**config.mk**
```make
export PLATFORM = sky130hd
export DESIGN_NAME = hazard_scoreboard_flat
export DESIGN_NICKNAME = d
export VERILOG_FILES = /design/src/rtl/hazard_scoreboard_if.sv /design/src/rtl/hazard_scoreboard.sv /design/src/flat_wrapper.sv
export SDC_FILE = /design/constraint.sdc
export NUM_CORES = 1
export LEC_CHECK = 0
export CORE_MARGIN = 2
export CORE_UTILIZATION = 45
export DETAILED_ROUTE_END_ITERATION = 8
export SYNTH_ARGS = -nofsm -noshare
export SYNTH_HDL_FRONTEND = slang
export SYNTH_SLANG_ARGS = --single-unit
```
**constraint.sdc**
```tcl
create_clock -name clk -period 5.2 [get_ports clk]
set_input_delay 0.78 -clock clk [delete_from_list [all_inputs] [get_ports clk]]
set_output_delay 0.78 -clock clk [all_outputs]
set_load 0.1 [all_outputs]
```
**src/rtl/hazard_scoreboard_if.sv**
```systemverilog
// hazard_scoreboard_if: decode/execute/writeback bundle for the hazard scoreboard
interface hazard_scoreboard_if #(
  parameter int AW = 5,
  parameter int PERF_W = 32
);
  logic dec_valid;
  logic [AW-1:0] dec_rs1;
  logic dec_rs1_used;
  logic [AW-1:0] dec_rs2;
  logic dec_rs2_used;
  logic [AW-1:0] dec_rd;
  logic dec_rd_we;
  logic ex_ready;
  logic squash_valid;
  logic [AW-1:0] squash_rd;
  logic wb_valid;
  logic [AW-1:0] wb_rd;
  logic fence_req;
  logic issue_stall;
  logic issue_fire;
  logic busy;
  logic fence_ack;
  logic [PERF_W-1:0] stall_cycles;
  modport master (
    output dec_valid, dec_rs1, dec_rs1_used, dec_rs2, dec_rs2_used, dec_rd, dec_rd_we,
           ex_ready, squash_valid, squash_rd, wb_valid, wb_rd, fence_req,
    input  issue_stall, issue_fire, busy, fence_ack, stall_cycles
  );
  modport slave (
    input  dec_valid, dec_rs1, dec_rs1_used, dec_rs2, dec_rs2_used, dec_rd, dec_rd_we,
           ex_ready, squash_valid, squash_rd, wb_valid, wb_rd, fence_req,
    output issue_stall, issue_fire, busy, fence_ack, stall_cycles
  );
endinterface

```
**src/rtl/hazard_scoreboard.sv**
```systemverilog
// hazard_scoreboard: pending-write interlock with fence drain sequencer; HAZARD_BYPASS_EN lets
// a source whose last pending write is in writeback this cycle issue through the bypass.
module hazard_scoreboard #(
  parameter int REGISTER_DEPTH = 32,
  parameter int PENDING_W = 2,
  parameter int PERF_W = 32
) (
  input logic clk,
  input logic rst,
  hazard_scoreboard_if.slave sb
);
  localparam int AW = $clog2(REGISTER_DEPTH);
  localparam int CW = PENDING_W + 1;
  typedef enum logic [1:0] {IDLE, DRAIN, DONE} state_t;
  state_t state;
  logic [PENDING_W-1:0] cnt [REGISTER_DEPTH];
  logic [PENDING_W-1:0] cnt_nx [REGISTER_DEPTH];
  logic [REGISTER_DEPTH-1:0] nz_nx;
  logic byp1, byp2, haz1, haz2, waw_full;
`ifdef HAZARD_BYPASS_EN
  assign byp1 = sb.wb_valid && sb.wb_rd == sb.dec_rs1 && cnt[sb.dec_rs1] == PENDING_W'(1);
  assign byp2 = sb.wb_valid && sb.wb_rd == sb.dec_rs2 && cnt[sb.dec_rs2] == PENDING_W'(1);
`else
  assign byp1 = 1'b0;
  assign byp2 = 1'b0;
`endif
  assign haz1 = sb.dec_rs1_used && sb.dec_rs1 != '0 && cnt[sb.dec_rs1] != '0 && !byp1;
  assign haz2 = sb.dec_rs2_used && sb.dec_rs2 != '0 && cnt[sb.dec_rs2] != '0 && !byp2;
  assign waw_full = sb.dec_rd_we && sb.dec_rd != '0 && cnt[sb.dec_rd] == '1;
  assign sb.issue_stall = sb.dec_valid && (haz1 || haz2 || waw_full || state != IDLE || sb.fence_req);
  assign sb.issue_fire = sb.dec_valid && !sb.issue_stall && sb.ex_ready;
  assign cnt_nx[0] = '0;
  assign nz_nx[0] = 1'b0;
  // net of one increment and up to two decrements, clamped at zero
  for (genvar r = 1; r < REGISTER_DEPTH; r++) begin : g_cnt
    logic [CW-1:0] up, dn;
    assign up = {1'b0, cnt[r]} + CW'(sb.issue_fire && sb.dec_rd_we && sb.dec_rd == AW'(r));
    assign dn = CW'(sb.wb_valid && sb.wb_rd == AW'(r)) + CW'(sb.squash_valid && sb.squash_rd == AW'(r));
    assign cnt_nx[r] = up < dn ? '0 : PENDING_W'(up - dn);
    assign nz_nx[r] = cnt_nx[r] != '0;
    always_ff @(posedge clk)
      if (!rst) assert (up >= dn);
  end
  always_ff @(posedge clk)
    for (int i = 0; i < REGISTER_DEPTH; i++) cnt[i] <= rst ? '0 : cnt_nx[i];
  always_ff @(posedge clk) begin
    if (rst) begin
      state <= IDLE;
      sb.busy <= 1'b0;
      sb.fence_ack <= 1'b0;
      sb.stall_cycles <= '0;
    end else begin
      sb.busy <= |nz_nx;
      sb.stall_cycles <= sb.stall_cycles + PERF_W'(sb.dec_valid && sb.issue_stall);
      case (state)
        IDLE: if (sb.fence_req) state <= DRAIN;
        DRAIN: if (!sb.busy) begin
          state <= DONE;
          sb.fence_ack <= 1'b1;
        end
        default: begin
          state <= IDLE;
          sb.fence_ack <= 1'b0;
        end
      endcase
    end
  end
endmodule
```
**src/flat_wrapper.sv**
```systemverilog
// flat-port wrapper written by rule: the top's interface ports become plain ports
module hazard_scoreboard_flat 
#(
  parameter int REGISTER_DEPTH = 32,
  parameter int PENDING_W = 2,
  parameter int PERF_W = 32
)
  (clk, rst, sb_dec_valid, sb_dec_rs1, sb_dec_rs1_used, sb_dec_rs2, sb_dec_rs2_used, sb_dec_rd, sb_dec_rd_we, sb_ex_ready, sb_squash_valid, sb_squash_rd, sb_wb_valid, sb_wb_rd, sb_fence_req, sb_issue_stall, sb_issue_fire, sb_busy, sb_fence_ack, sb_stall_cycles);
  hazard_scoreboard_if #(.PERF_W(PERF_W)) sb_i ();
  input logic clk;
  input logic rst;
  input wire logic [$bits(sb_i.dec_valid)-1:0] sb_dec_valid;
  input wire logic [$bits(sb_i.dec_rs1)-1:0] sb_dec_rs1;
  input wire logic [$bits(sb_i.dec_rs1_used)-1:0] sb_dec_rs1_used;
  input wire logic [$bits(sb_i.dec_rs2)-1:0] sb_dec_rs2;
  input wire logic [$bits(sb_i.dec_rs2_used)-1:0] sb_dec_rs2_used;
  input wire logic [$bits(sb_i.dec_rd)-1:0] sb_dec_rd;
  input wire logic [$bits(sb_i.dec_rd_we)-1:0] sb_dec_rd_we;
  input wire logic [$bits(sb_i.ex_ready)-1:0] sb_ex_ready;
  input wire logic [$bits(sb_i.squash_valid)-1:0] sb_squash_valid;
  input wire logic [$bits(sb_i.squash_rd)-1:0] sb_squash_rd;
  input wire logic [$bits(sb_i.wb_valid)-1:0] sb_wb_valid;
  input wire logic [$bits(sb_i.wb_rd)-1:0] sb_wb_rd;
  input wire logic [$bits(sb_i.fence_req)-1:0] sb_fence_req;
  output wire logic [$bits(sb_i.issue_stall)-1:0] sb_issue_stall;
  output wire logic [$bits(sb_i.issue_fire)-1:0] sb_issue_fire;
  output wire logic [$bits(sb_i.busy)-1:0] sb_busy;
  output wire logic [$bits(sb_i.fence_ack)-1:0] sb_fence_ack;
  output wire logic [$bits(sb_i.stall_cycles)-1:0] sb_stall_cycles;
  assign sb_i.dec_valid = sb_dec_valid;
  assign sb_i.dec_rs1 = sb_dec_rs1;
  assign sb_i.dec_rs1_used = sb_dec_rs1_used;
  assign sb_i.dec_rs2 = sb_dec_rs2;
  assign sb_i.dec_rs2_used = sb_dec_rs2_used;
  assign sb_i.dec_rd = sb_dec_rd;
  assign sb_i.dec_rd_we = sb_dec_rd_we;
  assign sb_i.ex_ready = sb_ex_ready;
  assign sb_i.squash_valid = sb_squash_valid;
  assign sb_i.squash_rd = sb_squash_rd;
  assign sb_i.wb_valid = sb_wb_valid;
  assign sb_i.wb_rd = sb_wb_rd;
  assign sb_i.fence_req = sb_fence_req;
  assign sb_issue_stall = sb_i.issue_stall;
  assign sb_issue_fire = sb_i.issue_fire;
  assign sb_busy = sb_i.busy;
  assign sb_fence_ack = sb_i.fence_ack;
  assign sb_stall_cycles = sb_i.stall_cycles;
  hazard_scoreboard #(.REGISTER_DEPTH(REGISTER_DEPTH), .PENDING_W(PENDING_W), .PERF_W(PERF_W)) u_core (.clk(clk), .rst(rst), .sb(sb_i));
endmodule
```
==> metrics <==
Skew-Pair Late Insertion Delay=0.37 ns; Max Freq=210 MHz; FF-to-FF End=u_core.sb.busy; Synth warnings=0; final hold viol count=0; Final Critical Period=4.76 ns; Worst setup SP type=input port; Async SR Flop Fraction=0; Die Wd=140 um; TritonRoute pass-1 iters=7; Final ANT Viol Nets=0; Rel. slew slack=0.336; Tightest Pin Transition=0.993 ns; Peak VDD IR=0.000150 V; Clock Path Buffers=2; share of the synthesized area in the top cell type=0.235; Cell Area, Synth=8340 sq um; Syn Area/Cell=8.33 sq um; total CTS buffers=9; largest net degree at the start of global routing=58; CTS tree=built; Site Rows=49; CTS root buffer=clkbuf_16; die area=19600 sq um; DIE HEIGHT=140 um; Synth Flop Type=dfxtp_1; most instantiated library cell after synthesis=nor2_1; H-tree levels=3; TNS Setup=0 ns; PD cells=189 nW/um^2; DR vias/cell=5.60; layout cells sized above 1=0.0959; synth top area cells=dfxtp_1 (24%), ha_1 (19%), nor2_1 (8.1%), fa_1 (7.4%), nor3_1 (4.0%); GRT overflow=0; Clock Sinks=98; DP Wirelength=20.0 mm; flops & latches, synth=98; EDFF count, synth=0; Fillers=1702; final setup fails=0; I/O Buffers=70; CP endpoint kind=register; Ports=71; CP endpoint=u_core.sb.busy; gpl congestion=0.934; Placement Setup Slack=0.0316 ns; DRC viols=7; Worst-path clk slew=0.08 ns; unrepaired setup endpoints after global routing=false; Worst Path Required=5.42 ns; Core ar.=18100 sq um; Lkg Pwr=0.00411 uW; DR iter-0 viols=604; Area Overhead vs Synth=18.8%; Inserted Diodes=0; Wirelength per Cell=18.7 um; crit path DAT=4.98 ns; final setup margin=0.437 ns; flop-to-flop setup slack=1.03 ns; FF-to-FF Start=u_core.cnt[3][1]; Overall Global Routing Usage=0.259; post-cts resize count=0; sequential fraction of the synthesis area=0.235; vias in the first global route=7138; Hold WC Path Type=register to register; wire length of the first global-routing pass=39.3 mm; R2R depth=16; Yosys top cell by area=dfxtp_1; Net Count, Synth=1193; Initial Util=0.461; Nets=1282; Post-CTS Setup Bufs=0; initial antenna violation count=0; commonest cells in the netlist=nor2_1 (179), ha_1 (126), dfxtp_1 (98); max-slew violation count=0; status=finished with violations; Max Cap Viol=0; Cells after Synth=1001; clk_skew=0.0137 ns; maximum fanout along the worst path=30; via count=7419; Worst Setup SP=sb_dec_rd[0]; CTS hold repair buffers=0; final worst path period share=0.916; Distinct cells, synth=50; failing checks=DRC; total detailed-routing wirelength=24.8 mm; critical path type=input port to register
-- per-layer routing --
metal | share of wire | vias up | routed length [um] | global-route usage
met2 | 0.43 | 258 | 10700 | 0.398
li1 | - | 3613 | - | -
met4 | 0.041 | 0 | 1020 | 0.113
met5 | 0 | - | 0 | 0
met1 | 0.45 | 3489 | 11200 | 0.351
met3 | 0.075 | 59 | 1850 | 0.0595
-- cell usage in the layout, fill, tap and decap left out, types with 14 or more instances in the layout --
master / netlist / routed
nor2_1: 179 / 179
ha_1: 126 / 126
dfxtp_1: 98 / 98
nand2_1: 69 / 69
inv_1: 67 / 67
nor3_1: 67 / 67
clkdlybuf4s50_1: 0 / 67
buf_4: 0 / 45
xnor2_1: 38 / 38
fa_1: 31 / 31
nand3_1: 28 / 28
nor3b_1: 27 / 27
a21oi_1: 21 / 21
xor2_1: 21 / 21
o21ai_0: 20 / 20
nand4_1: 19 / 19
o21bai_1: 18 / 18
or2_2: 14 / 14
-- cells by family after synthesis --
| family | count (synthesis) | share of synthesized area |
|---|---|---|
| buf+inv | 107 | 0.0528 |
| mux | 19 | 0.0416 |
| compound gates | 91 | 0.0722 |
| flops | 98 | 0.235 |
| simple gates | 470 | 0.273 |
| fa+ha+maj | 157 | 0.264 |
| xor+xnor | 59 | 0.0620 |
-- per-stage QoR --
step	total power, uW	instances	hold WS [ns]	utilization	instance area [sq um]
2_1_floorplan	975	1001	0.448	-	8340
3_3_place_gp	1100	1308	0.473	0.529	9560
3_5_place_dp	1100	1308	0.475	0.529	9560
4_1_cts	1880	1324	0.487	0.547	9900
5_1_grt	1940	1324	0.501	0.547	9900
6_report	1870	1324	0.481	0.547	9900
-- registers in the layout, summed over array words and instances (netlist names) --
signal / cells
u_core.state: 2
u_core.sb.fence_ack: 1
u_core.sb.busy: 1
u_core.cnt: 62
u_core.sb.stall_cycles: 32
-- worst max-delay path, stage by stage --
cell	delay, ns
clkdlybuf4s50_1	0.46
buf_4	0.20
mux4_2	0.51
mux2_2	0.29
a21oi_2	0.16
a2bb2oi_2	0.16
o2111ai_2	0.14
buf_12	0.22
nor3_1	0.29
ha_1	0.26
fa_1	0.46
nor3b_1	0.16
o21bai_1	0.32
nand4_1	0.17
nor4_1	0.25
a41oi_1	0.15
-- report_power, final --
part / total, uW / switching, uW / leakage [uW] / internal, uW
logic: 308 / 183 / 0.00315 / 124
clock network: 790 / 344 / 0.000168 / 446
registers: 776 / 14.4 / 0.000791 / 761
total: 1870 / 541 / 0.00411 / 1330
-- layout make-up --
type                       count  area, sq um  area share
clock buffer                  10          239      0.0241
tap                          229          287      0.0289
timing repair buffer         118         1130       0.114
inverter                      67          251      0.0254
sequential                    98         1960       0.198
multi-input combinational    796         5930       0.599
clock inverter                 6          100      0.0101
-- how the worst min path moves through the flow --
stage | start | endpoint | depth (start not counted) | slack [ns]
after floorplan | u_core.state[1] | u_core.sb.fence_ack | 1 | 0.45
after global placement | u_core.state[1] | u_core.sb.fence_ack | 1 | 0.47
after detailed placement | u_core.state[1] | u_core.sb.fence_ack | 1 | 0.48
after CTS | u_core.state[1] | u_core.state[0] | 1 | 0.49
after global routing | u_core.state[1] | u_core.state[1] | 1 | 0.50
final | u_core.state[1] | u_core.state[0] | 1 | 0.48
No activity file was read; power rests on OpenSTA's default activity.
